`src/rtl/uart_rx_byte.sv`:
```
// uart_rx_byte: 8N1 serial receiver with a valid/ready byte output.
// Flags stop-bit framing errors and bytes dropped while the consumer stalls.
module uart_rx_byte #(
    parameter int unsigned CLK_FREQ = 100_000_000,
    parameter int unsigned BAUD     = 1_000_000
) (
    input  logic       clk,
    input  logic       rst_n,
    input  logic       usb_rx,
    output logic [7:0] rx_data,
    output logic       rx_valid,
    input  logic       rx_ready,
    output logic       frame_err,
    output logic       overrun,
    output logic       busy
);

    localparam int unsigned CPB   = CLK_FREQ / BAUD;
    localparam int unsigned CNT_W = $clog2(CPB);
    localparam logic [CNT_W-1:0] CNT_HALF = CNT_W'(CPB / 2 - 1);
    localparam logic [CNT_W-1:0] CNT_FULL = CNT_W'(CPB - 1);

    typedef enum logic [2:0] {
        S_IDLE,
        S_START,
        S_DATA,
        S_STOP,
        S_BRK
    } state_t;

    logic             r_sync1;
    logic             r_sync2;
    logic             w_rx_s;
    state_t           r_state;
    logic [CNT_W-1:0] r_cnt;
    logic [2:0]       r_bit_idx;
    logic [7:0]       r_shift;
    logic [7:0]       r_rx_data;
    logic             r_rx_valid;
    logic             r_frame_err;
    logic             r_overrun;
    logic             r_busy;

    assign w_rx_s    = r_sync2;
    assign rx_data   = r_rx_data;
    assign rx_valid  = r_rx_valid;
    assign frame_err = r_frame_err;
    assign overrun   = r_overrun;
    assign busy      = r_busy;

    // Two-flop synchroniser for the asynchronous line; idles high.
    always_ff @(posedge clk) begin
        if (!rst_n) begin
            r_sync1 <= 1'b1;
            r_sync2 <= 1'b1;
        end else begin
            r_sync1 <= usb_rx;
            r_sync2 <= r_sync1;
        end
    end

    // Frame FSM: mid-bit sampling, byte delivery, handshake and error pulses.
    always_ff @(posedge clk) begin
        if (!rst_n) begin
            r_state     <= S_IDLE;
            r_cnt       <= '0;
            r_bit_idx   <= '0;
            r_shift     <= '0;
            r_rx_data   <= '0;
            r_rx_valid  <= 1'b0;
            r_frame_err <= 1'b0;
            r_overrun   <= 1'b0;
            r_busy      <= 1'b0;
        end else begin
            r_frame_err <= 1'b0;
            r_overrun   <= 1'b0;
            if (r_rx_valid && rx_ready) begin
                r_rx_valid <= 1'b0;
            end
            case (r_state)
                S_IDLE: begin
                    r_cnt <= '0;
                    if (!w_rx_s) begin
                        r_state <= S_START;
                        r_busy  <= 1'b1;
                    end
                end
                S_START: begin
                    r_cnt <= r_cnt + 1'b1;
                    if (r_cnt == CNT_HALF) begin
                        r_cnt <= '0;
                        if (!w_rx_s) begin
                            r_state   <= S_DATA;
                            r_bit_idx <= '0;
                        end else begin
                            r_state <= S_IDLE;
                            r_busy  <= 1'b0;
                        end
                    end
                end
                S_DATA: begin
                    r_cnt <= r_cnt + 1'b1;
                    if (r_cnt == CNT_FULL) begin
                        r_cnt   <= '0;
                        r_shift <= {w_rx_s, r_shift[7:1]};
                        if (r_bit_idx == 3'd7) begin
                            r_state <= S_STOP;
                        end else begin
                            r_bit_idx <= r_bit_idx + 3'd1;
                        end
                    end
                end
                S_STOP: begin
                    r_cnt <= r_cnt + 1'b1;
                    if (r_cnt == CNT_FULL) begin
                        r_cnt <= '0;
                        if (w_rx_s) begin
                            // A byte accepted this same cycle frees the slot for the new one.
                            if (!r_rx_valid || rx_ready) begin
                                r_rx_data  <= r_shift;
                                r_rx_valid <= 1'b1;
                            end else begin
                                r_overrun <= 1'b1;
                            end
                            r_state <= S_IDLE;
                            r_busy  <= 1'b0;
                        end else begin
                            r_frame_err <= 1'b1;
                            r_state     <= S_BRK;
                        end
                    end
                end
                S_BRK: begin
                    r_cnt <= '0;
                    if (w_rx_s) begin
                        r_state <= S_IDLE;
                        r_busy  <= 1'b0;
                    end
                end
                default: begin
                    r_state <= S_IDLE;
                    r_cnt   <= '0;
                    r_busy  <= 1'b0;
                end
            endcase
        end
    end

endmodule
```
`config.mk`:
```
export PLATFORM = sky130hd
export DESIGN_NAME = uart_rx_byte
export DESIGN_NICKNAME = d
export VERILOG_FILES = /design/src/rtl/uart_rx_byte.sv
export SDC_FILE = /design/constraint.sdc
export NUM_CORES = 1
export LEC_CHECK = 0
export BUFFER_PORTS_ARGS = -buffer_cell sky130_fd_sc_hd__buf_2
export CORE_MARGIN = 10
export CORE_UTILIZATION = 53
export CTS_BUF_LIST = sky130_fd_sc_hd__clkbuf_8
export CTS_CLUSTER_SIZE = 16
export DETAILED_ROUTE_END_ITERATION = 8
export GPL_ROUTABILITY_DRIVEN = 0
export PLACE_DENSITY = 0.73
export SLEW_MARGIN = 20
export SYNTH_ARGS = -nofsm -noshare
export SYNTH_HDL_FRONTEND = slang
export SYNTH_SLANG_ARGS = --single-unit
```
`constraint.sdc`:
```
create_clock -name clk -period 1.8 [get_ports clk]
set_input_delay 0.27 -clock clk [delete_from_list [all_inputs] [get_ports clk]]
set_output_delay 0.27 -clock clk [all_outputs]
set_load 0.05 [all_outputs]
```
[Word level (Yosys, flattened, before mapping)]
Index checks and enable logic that the tools add are counted.
Cells by class
  add/sub/neg operators: 2
  eq/ne operators: 15
  muxes and demuxes: 29
  bitwise operators: 1
  reductions and logical operators: 13
Operators with widths (number)
  $mux W3: 11
  $ne A2 B2 Y1 const B: 8
  $pmux W3 S5: 1
  $mux W7: 2
  $pmux W7 S2: 1
  $reduce_and A4 Y1: 3
  $mux W1: 11
  $add A7 B1 Y7 const B: 1
  $eq A7 B6 Y1 const B: 1
  $eq A7 B7 Y1 const B: 1
  $eq A3 B2 Y1 const B: 2
  $eq A3 B3 Y1 const B: 2
  $pmux W3 S2: 1
  $reduce_and A6 Y1: 1
  $pmux W1 S5: 1
  $reduce_and A5 Y1: 1
  $add A3 B1 Y3 const B: 1
  $eq A3 B1 Y1 const B: 1
  $logic_not A3 Y1: 1
  $reduce_and A3 Y1: 1
  $mux W2: 1
  $reduce_and A2 Y1: 1
  $reduce_bool A2 Y1: 1
  $reduce_or A2 Y1: 1
  4 further kinds: 4
Word-level totals
  register bits after elaboration: 35
  input port bits: 4
  output and inout port bits: 12
  word-level logic and storage cells: 71

[Longest topological paths before layout]
Gate-level depths: netlist of run 1.
  depth in word-level cells: 6
  depth in mapped cells: 7
  gate-level depth less buffers: 6

[Worst setup path after synthesis of run 1]
OpenSTA, ideal clock, no wires.
  kind: register to register
  start point: reg r_bit_idx[0]
  end point: reg r_bit_idx[2]
  library setup time: 0.116 ns
  data arrival time: 1.425 ns
  required time: 1.684 ns
  path slack: 0.258 ns
  stages on the path, launching flop included: 7
  buffers on the path: 0
  clock period less this slack: 1.542 ns
  cells stage by stage: dfxtp_1 ha_1 ha_1 or3b_1 nand3_1 o22ai_1 a41o_1
Between the ends
  word-level cells in the longest chain between the ends: 4
  elaborated cells between the ends (all ways): 7
  classes of those cells: 1 x add/sub; 2 x eq/ne; 3 x mux; 1 x reduce/logical
Ends and longest elaborated chain
  start, declared: RTL line 36  | logic [2:0] r_bit_idx;
  start signal, assigned: RTL line 109  | r_bit_idx <= r_bit_idx + 3'd1;
  $add A3 B1 Y3: RTL line 109
  $mux W3: RTL line 106  | if (r_bit_idx == 3'd7) begin
  $mux W3: RTL line 103  | if (r_cnt == CNT_FULL) begin
  $pmux W3 S2: RTL line 80  | case (r_state)
Parallel ways exist; a longest one is shown, timed or not. The select of a mux whose other input is x is not followed.
A chain may end at the register's enable or synchronous reset.

[Final worst setup path of run 1]
  start point: reg r_bit_idx[0]
  end point: reg r_bit_idx[1]
Same word-level chain as after synthesis.

==> flow_summary.ini, run 1 <==
[detailed_routing]
drt_iter0_drc = 73
vias = 1163
dr.pass1.iters = 4
drc = 0
ant_nets = 0
avgRoutedWirePerCell_um = 13.8
routed_via_density = 5.65
routed_wl_um = 2840

[die]
rows = 19
io_pins = 16
die_area_mm2 = 0.00536
fp.dieW_um = 73.2
die_h_um = 73.2
start_util = 0.549
core_region_area_mm2 = 0.00273

[place]
portBuffers = 15
dp_hpwl_um = 2130

[sta]
fin_worst_skew_ps = 2.47
setup_violations = 0
relSlewSlack = 0.708
period_share = 0.934
fmax_mhz = 595
rsz0062_at_grt = false
period_needed_ps = 1680
drv_slew = 0
finalSetupTns_ps = 0
report.final.hold_viol_count = 0
worstMarginPinSlew_ps = 438

[power_and_ir_drop]
combPwrFrac = 0.025
power_frac_seq = 0.510
intPower_w = 0.00124
p_clk_frac = 0.465
swShare = 0.196
p_leak_nw = 0.812
switchingPower_w = 0.000303
power_density_mw_per_mm2 = 899
irDropWorstVdd_mv = 0.720

[cts]
clkSinkCount = 35
cts_tree = yes
cts_buffers = 5
clk_pin_slew_ps = 70
clock_path_buffers = 2
insertion_delay_ps = 280
htree_num_levels = 2
cts-root-buf = clkbuf_8

[finish]
syn2layout_area_growth_pct = 14.5
layout-drive-gt1-share = 0.177
n_antenna_cell = 0
final_util = 0.629
nets = 182

[setup_path]
rr_worst_depth = 6
path_class = reg2reg
r2r_end = r_bit_idx[1]$_SDFFE_PN0P_
max_stage_delay_ps = 410
arrival_ps = 1850
cp.required_ps = 1970
cp-startpoint = r_bit_idx[0]$_SDFFE_PN0P_
crit_fanout = 4
crit_chain = ha_1, ha_1, or3b_1, nand3_1, o22ai_1, a41o_1
end_kind = flip-flop
cp-start-kind = flip-flop
r2r_start = r_bit_idx[0]$_SDFFE_PN0P_
critPathMostFrequentCell = ha_1
reg2reg_slack_ps = 120
worstSetupEndpoint = r_bit_idx[1]$_SDFFE_PN0P_
worst_path_max_delay_cell = or3b_1

[synth]
synth_cell_types = 37
synth_area_leaders = dfxtp_1 47%, mux2i_1 11%, nor2_1 7.2%, ha_1 3.3%, nand2b_1 2.5%
async_flop_share = 0
ys_ff_latch = 35
synth_top_area_share = 0.467
netlist_instances = 156
syn-cell-area_mm2 = 0.00150
ys.flop_type = dfxtp_1
synth_most_common_cell = dfxtp_1
yosysSeqAreaShare = 0.467
yosysTopAreaCell = dfxtp_1
synth_edf_count = 0
synth_common_cells = 35 x dfxtp_1, 29 x nor2_1, 17 x mux2i_1
syn_nets = 164
synth_warnings = 0
syn_avg_cell_area_um2 = 9.62

[global_routing]
grt_max_degree = 18
grt.total_usage = 0.114
grt_pass1_wl_um = 4950
overflow = 0
antenna_found_initial = 0
grt_pass1_vias = 1157

[worst_hold_path]
hold_path_depth = 2
hold_path.class = in2reg

[status]
outcome = completed

[run]
maxCapViolations = 0
[metal layers]
metal  vias up  track usage  routed length, um  share of wire
met5         -            0                  0              0
met3        10       0.0449                201          0.071
met4         0       0.0591                 59          0.021
met1       542        0.119               1160           0.41
met2        35        0.191               1420           0.50
li1        576            -                  -              -
[critical path, delay by kind of cell (launching register included)]
kind / cells / cell delay (ps)
compound gates: 2 / 300
simple gates: 2 / 510
flops: 1 / 330
fa+ha+maj: 2 / 430
[placed cells by master (no fill, tap or decap), types with 3 or more instances in the layout]
| cell | instances |
|---|---|
| nand2b_1 | 6 |
| ha_1 | 4 |
| o22ai_1 | 4 |
| mux2i_1 | 17 |
| a21oi_1 | 4 |
| nor2_1 | 29 |
| clkbuf_8 | 6 |
| dfxtp_1 | 35 |
| buf_2 | 15 |
| nand2_1 | 9 |
| nand3_1 | 7 |
| xnor2_1 | 3 |
[flip-flops by register name (all words and copies together) (netlist names)]
name / flops
rx_valid: 1
r_cnt: 7
r_sync1: 1
r_bit_idx: 3
overrun: 1
busy: 1
frame_err: 1
rx_data: 8
r_sync2: 1
r_state: 3
r_shift: 8
[stage by stage]
| stage | power, W | instances | hold WS, ps | setup WS [ps] | instance area, um^2 |
|---|---|---|---|---|---|
| final | 0.00154 | 206 | 170 | 118 | 1720 |
| after global placement | 0.000842 | 198 | 390 | 189 | 1600 |
| after detailed placement | 0.000844 | 198 | 398 | 109 | 1600 |
| after floorplan | 0.000831 | 156 | 371 | 258 | 1500 |
| after CTS | 0.00156 | 206 | 168 | 91.6 | 1720 |
| after global routing | 0.00160 | 206 | 171 | 52.1 | 1720 |
[final cells by class]
type                            count  area (um^2)
Timing Repair Buffer               17         90.1
Multi-Input combinational cell    111          757
Tap cell                           31         38.8
Inverter                            4         15.0
Clock buffer                        6         82.6
Fill cell                         222         1010
Sequential cell                    35          701
Clock inverter                      2         35.0
[repair_timing]
action                     in CTS  in global routing
setup endpoints to repair       0                  2
gates resized for setup         0                  1
hold buffers                    0                  0
setup buffers                   0                  0
[cell families (layout without fill, tap and decap cells)]
logic type | after synthesis | in the layout | synth area share
AND/OR/NAND/NOR | 68 | 68 | 0.243
flip-flops | 35 | 35 | 0.467
AO/OA/AOI/OAI | 17 | 17 | 0.0842
multiplexers | 17 | 17 | 0.113
buffers and inverters | 10 | 29 | 0.0300
XOR/XNOR | 5 | 5 | 0.0292
adder cells (fa/ha/maj) | 4 | 4 | 0.0333
[worst min path at each step]
stage                             from            endpoint
finish                          usb_rx  r_sync1$_SDFF_PN1_
global route                    usb_rx  r_sync1$_SDFF_PN1_
CTS                             usb_rx  r_sync1$_SDFF_PN1_
detailed placement  r_sync1$_SDFF_PN1_  r_sync2$_SDFF_PN1_
global placement    r_sync1$_SDFF_PN1_  r_sync2$_SDFF_PN1_
floorplan                       usb_rx  r_sync1$_SDFF_PN1_
[power by group through the flow]
stage	Combinational [W]	Clock, W	Sequential [W]
floorplan	0.0000263	0	0.000805
global placement	0.0000377	0	0.000804
detailed placement	0.0000391	0	0.000805
CTS	0.0000392	0.000731	0.000787
global route	0.0000437	0.000767	0.000788
finish	0.0000388	0.000718	0.000788
Power figures use the tool's default switching activity.
==> inputs of run 2 (changes only) <==
- CTS_BUF_LIST: sky130_fd_sc_hd__clkbuf_8 -> sky130_fd_sc_hd__clkbuf_16
==> run 2 against run 1 <==
Effect of this change: critical path depth did not move; core utilization increased by 1.6 points; clock power rose by 32%; hold slack improved by 5.5 ps; power increased by 15%; first-iteration DRC count down 18%; die area is the same; cell count stayed put; routed wire length grew 1.1%; sequential power barely moved; critical path type unchanged; critical endpoint unchanged; highest routed layer unchanged.
==> flow_summary.ini, run 2 (same netlist as run 1, synthesis figures left out) <==
[power_and_ir_drop]
irDropWorstVdd_mv = 0.799
p_leak_nw = 0.832
power_density_mw_per_mm2 = 1010

[sta]
setup_violations = 0
drv_slew = 0
report.final.hold_viol_count = 0
fin_worst_skew_ps = 3.69
period_needed_ps = 1690
relSlewSlack = 0.706
finalSetupTns_ps = 0
worstMarginPinSlew_ps = 440
period_share = 0.939
fmax_mhz = 591
rsz0062_at_grt = false
hold_ws_ps = 175

[cts]
htree_num_levels = 2
clock_path_buffers = 2
postCtsResizedCells = 0
cts_hold_buf = 0
clk_pin_slew_ps = 50
cts_buffers = 5
cts-root-buf = clkbuf_16
post_cts_buffers = 0
clkSinkCount = 35
insertion_delay_ps = 280
cts_tree = yes

[setup_path]
worst_path_max_delay_cell = or3b_1
end_kind = flip-flop
cp_top_family = simple AND/OR/NAND/NOR gates
path_class = reg2reg
cp-start-kind = flip-flop
cp.required_ps = 1970
crit_fanout = 4
r2r_end = r_bit_idx[1]$_SDFFE_PN0P_
reg2reg_slack_ps = 110
critPathBufInv = 0
max_stage_delay_ps = 410
crit_chain = ha_1, ha_1, or3b_1, nand3_1, o22ai_1, a41o_1
arrival_ps = 1860
r2r_start = r_bit_idx[0]$_SDFFE_PN0P_
rr_worst_depth = 6
crit_cells = 6
critPathMostFrequentCell = ha_1

[global_routing]
antenna_found_initial = 0
grt_pass1_vias = 1156
grt_pass1_wl_um = 4970
overflow = 0
grt.total_usage = 0.114
grt_max_degree = 18

[die]
die_area_mm2 = 0.00536
core_region_area_mm2 = 0.00273
io_pins = 16
die_h_um = 73.2
fp.dieW_um = 73.2
rows = 19
start_util = 0.549

[place]
portBuffers = 15
placed_cells = 198
dp_hpwl_um = 2130

[finish]
final_util = 0.645
syn2layout_area_growth_pct = 17.5
layout_common_cells = 35 x dfxtp_1, 29 x nor2_1, 17 x mux2i_1
layout_commonest_cell = dfxtp_1
nFillCells = 218
multi_input_area_um2 = 756
layout-drive-gt1-share = 0.166
regArea_um2 = 701
final_cell_count_no_fill = 206
nets = 182
n_antenna_cell = 0

[detailed_routing]
dr.pass1.iters = 4
routed_wl_um = 2870
avgRoutedWirePerCell_um = 14.0
ant_nets = 0
drc = 0
vias = 1161
drt_iter0_drc = 60
routed_via_density = 5.64

[worst_hold_path]
hold_start = usb_rx
hold_path_depth = 2
hold_path.class = in2reg
min_to = r_sync1$_SDFF_PN1_

[status]
outcome = completed

[run]
maxCapViolations = 0
[run 2: changes by cell type in the layout (fill, tap and decap cells not counted)]
cell / previous run / this run
clkinv_1: 1 / 2
clkbuf_8: 6 / 0
clkbuf_16: 0 / 5
and3b_1: 1 / 2
and3b_2: 1 / 0
[run 2: stage by stage]
step | power, W | worst slack, ps | cell area, um^2
global placement | 0.000842 | 189 | 1600
detailed placement | 0.000844 | 109 | 1600
finish | 0.00178 | 109 | 1760
CTS | 0.00179 | 104 | 1760
floorplan | 0.000831 | 258 | 1500
global route | 0.00182 | 8.12 | 1760
[run 2: worst reg2reg max path, delay by kind of cell (launching register included)]
kind | cells | cell delay (ps)
flip-flops | 1 | 330
AO/OA/AOI/OAI | 2 | 310
adder cells (fa/ha/maj) | 2 | 430
AND/OR/NAND/NOR | 2 | 520
[run 2: power breakdown]
part           switching, W  total [W]  internal [W]
clock network      0.000304   0.000948      0.000644
registers        0.00000776   0.000789      0.000781
logic             0.0000248  0.0000391     0.0000143
total              0.000337    0.00178       0.00144
[run 2: layout make-up]
cell class	count	share of cell area
repair buffers	17	0.0511
well taps	31	0.0220
flip-flops and latches	35	0.397
multi-input cells	111	0.428
clock inverters	3	0.0220
clock buffers	5	0.0709
inverters	4	0.00851
[run 2: metal layers]
metal | share of wire | vias up | GRT usage | routed length, um
li1 | - | 575 | - | -
met1 | 0.43 | 543 | 0.121 | 1230
met2 | 0.49 | 31 | 0.191 | 1410
met3 | 0.055 | 12 | 0.0286 | 158
met4 | 0.026 | 0 | 0.0823 | 75
met5 | 0 | - | 0 | 0
[run 2: how the worst max path moves through the flow]
stage | start | end | slack, ps
after floorplan | r_bit_idx[0]$_SDFFE_PN0P_ | r_bit_idx[2]$_SDFFE_PN0P_ | 260
after detailed placement | r_cnt[0]$_SDFF_PN0_ | r_shift[6]$_SDFFE_PN0P_ | 110
after global placement | r_bit_idx[0]$_SDFFE_PN0P_ | r_bit_idx[2]$_SDFFE_PN0P_ | 190
final | r_bit_idx[0]$_SDFFE_PN0P_ | r_bit_idx[1]$_SDFFE_PN0P_ | 110
after global routing | r_cnt[0]$_SDFF_PN0_ | r_shift[2]$_SDFFE_PN0P_ | 8
after CTS | r_cnt[0]$_SDFF_PN0_ | r_shift[6]$_SDFFE_PN0P_ | 100
==> inputs of run 3 (changes only) <==
- BUFFER_PORTS_ARGS: -buffer_cell sky130_fd_sc_hd__buf_2 -> -buffer_cell sky130_fd_sc_hd__buf_4
==> run 3 against run 2 <==
Effect of this change: setup slack improved by 13 ps; hold slack improved by 6.7 ps; first-iteration DRC count increased by 20%; combinational power increased by 5%; global-route usage about the same; die area unchanged; clock skew decreased by 1.6 ps; cell count increased by 0.49%; clock-buffer cell count unchanged.
==> flow_summary.ini, run 3 (same netlist as run 1, synthesis figures left out) <==
[cts]
cts_hold_buf = 0
htree_num_levels = 2
post_cts_buffers = 0
cts_tree = yes
clkSinkCount = 35
clk_pin_slew_ps = 50
clock_path_buffers = 2
postCtsResizedCells = 0
insertion_delay_ps = 270
cts-root-buf = clkbuf_16
cts_buffers = 5

[global_routing]
overflow = 0
grt_pass1_vias = 1092
grt_pass1_wl_um = 4860
antenna_found_initial = 0
grt_max_degree = 18
grt.total_usage = 0.115

[die]
rows = 19
fp.dieW_um = 73.2
die_area_mm2 = 0.00536
die_h_um = 73.2
io_pins = 16
start_util = 0.549
core_region_area_mm2 = 0.00273

[sta]
drv_slew = 0
hold_ws_ps = 182
worstMarginPinSlew_ps = 363
report.final.hold_viol_count = 0
rsz0062_at_grt = false
period_needed_ps = 1680
relSlewSlack = 0.758
setup_violations = 0
finalSetupTns_ps = 0
fmax_mhz = 596
period_share = 0.932
fin_worst_skew_ps = 2.12

[setup_path]
end_kind = flip-flop
crit_fanout = 4
worst_path_max_delay_cell = or3b_1
crit_chain = ha_1, ha_1, or3b_1, nand3_1, o22ai_1, a41o_1
cp-start-kind = flip-flop
arrival_ps = 1840
r2r_start = r_bit_idx[0]$_SDFFE_PN0P_
critPathMostFrequentCell = ha_1
cp.required_ps = 1970
path_class = reg2reg
max_stage_delay_ps = 410
critPathBufInv = 0
cp_top_family = simple AND/OR/NAND/NOR gates
reg2reg_slack_ps = 120
r2r_end = r_bit_idx[2]$_SDFFE_PN0P_
rr_worst_depth = 6

[finish]
layout_common_cells = 35 x dfxtp_1, 29 x nor2_1, 18 x buf_4
nFillCells = 220
final_util = 0.653
layout_commonest_cell = dfxtp_1
n_antenna_cell = 0
nets = 183
syn2layout_area_growth_pct = 18.8
layout-drive-gt1-share = 0.170

[power_and_ir_drop]
p_leak_nw = 0.833
p_clk_frac = 0.486
intPower_w = 0.00130
p_total_w = 0.00161
combPwrFrac = 0.025
swShare = 0.197
power_density_mw_per_mm2 = 905
irDropWorstVdd_mv = 1.06
switchingPower_w = 0.000318
power_frac_seq = 0.488

[detailed_routing]
dr.pass1.iters = 4
routed_via_density = 5.56
avgRoutedWirePerCell_um = 13.6
drt_iter0_drc = 72
ant_nets = 0
vias = 1150
routed_wl_um = 2820
drc = 0

[place]
portBuffers = 15
dp_hpwl_um = 2060

[run]
maxCapViolations = 0

[worst_hold_path]
hold_path.class = in2reg
hold_path_depth = 2
min_to = r_sync1$_SDFF_PN1_
hold_start = usb_rx

[status]
outcome = completed
[run 3: cell types whose count changed in the layout (fill, tap and decap cells not counted), sizes merged]
cell    delta
inv        +2
clkinv     -1
buf        +1
bufinv     -1
[run 3: final cells by class]
| class | instances | area [um^2] | share of cell area |
|---|---|---|---|
| multi-input combinational | 111 | 757 | 0.424 |
| sequential | 35 | 701 | 0.393 |
| clock inverter | 3 | 12.5 | 0.00701 |
| tap | 31 | 38.8 | 0.0217 |
| clock buffer | 5 | 125 | 0.0701 |
| timing repair buffer | 18 | 135 | 0.0757 |
| inverter | 4 | 15.0 | 0.00842 |
[run 3: worst reg2reg max path, delay by kind of cell (launching register included)]
| kind | cells | cell delay (ps) |
|---|---|---|
| and+or+nand+nor | 2 | 520 |
| AOI/OAI and AO/OA | 2 | 280 |
| DFF | 1 | 330 |
| adders and majority gates | 2 | 440 |
[run 3: power by group through the flow]
stage               registers, W  clock network (W)   logic, W
finish                  0.000789           0.000785  0.0000410
global route            0.000789           0.000826  0.0000457
CTS                     0.000788           0.000806  0.0000414
detailed placement      0.000804                  0  0.0000413
global placement        0.000804                  0  0.0000403
floorplan               0.000805                  0  0.0000263
[run 3: layer usage]
layer,GRT usage,routed length (um),vias up
li1,-,-,576
met1,0.124,1170,537
met2,0.184,1390,33
met3,0.0558,222,4
met4,0.0506,34,0
met5,0,0,-
[run 3: worst max path at each step]
| stage | end | startpoint | cells past startpoint | slack, ps |
|---|---|---|---|---|
| CTS | r_bit_idx[2]$_SDFFE_PN0P_ | r_bit_idx[0]$_SDFFE_PN0P_ | 6 | 140 |
| finish | r_bit_idx[2]$_SDFFE_PN0P_ | r_bit_idx[0]$_SDFFE_PN0P_ | 6 | 120 |
| floorplan | r_bit_idx[2]$_SDFFE_PN0P_ | r_bit_idx[0]$_SDFFE_PN0P_ | 6 | 260 |
| global route | r_shift[0]$_SDFFE_PN0P_ | r_cnt[0]$_SDFF_PN0_ | 6 | 40 |
| detailed placement | r_shift[1]$_SDFFE_PN0P_ | r_cnt[0]$_SDFF_PN0_ | 6 | 150 |
| global placement | r_bit_idx[2]$_SDFFE_PN0P_ | r_bit_idx[0]$_SDFFE_PN0P_ | 6 | 190 |
[run 3: stage by stage]
step / std cells / worst slack (ps) / cell area [um^2]
4_1_cts: 207 / 135 / 1780
3_5_place_dp: 199 / 155 / 1650
5_1_grt: 207 / 37.3 / 1780
3_3_place_gp: 199 / 188 / 1650
2_1_floorplan: 156 / 258 / 1500
6_report: 207 / 122 / 1780
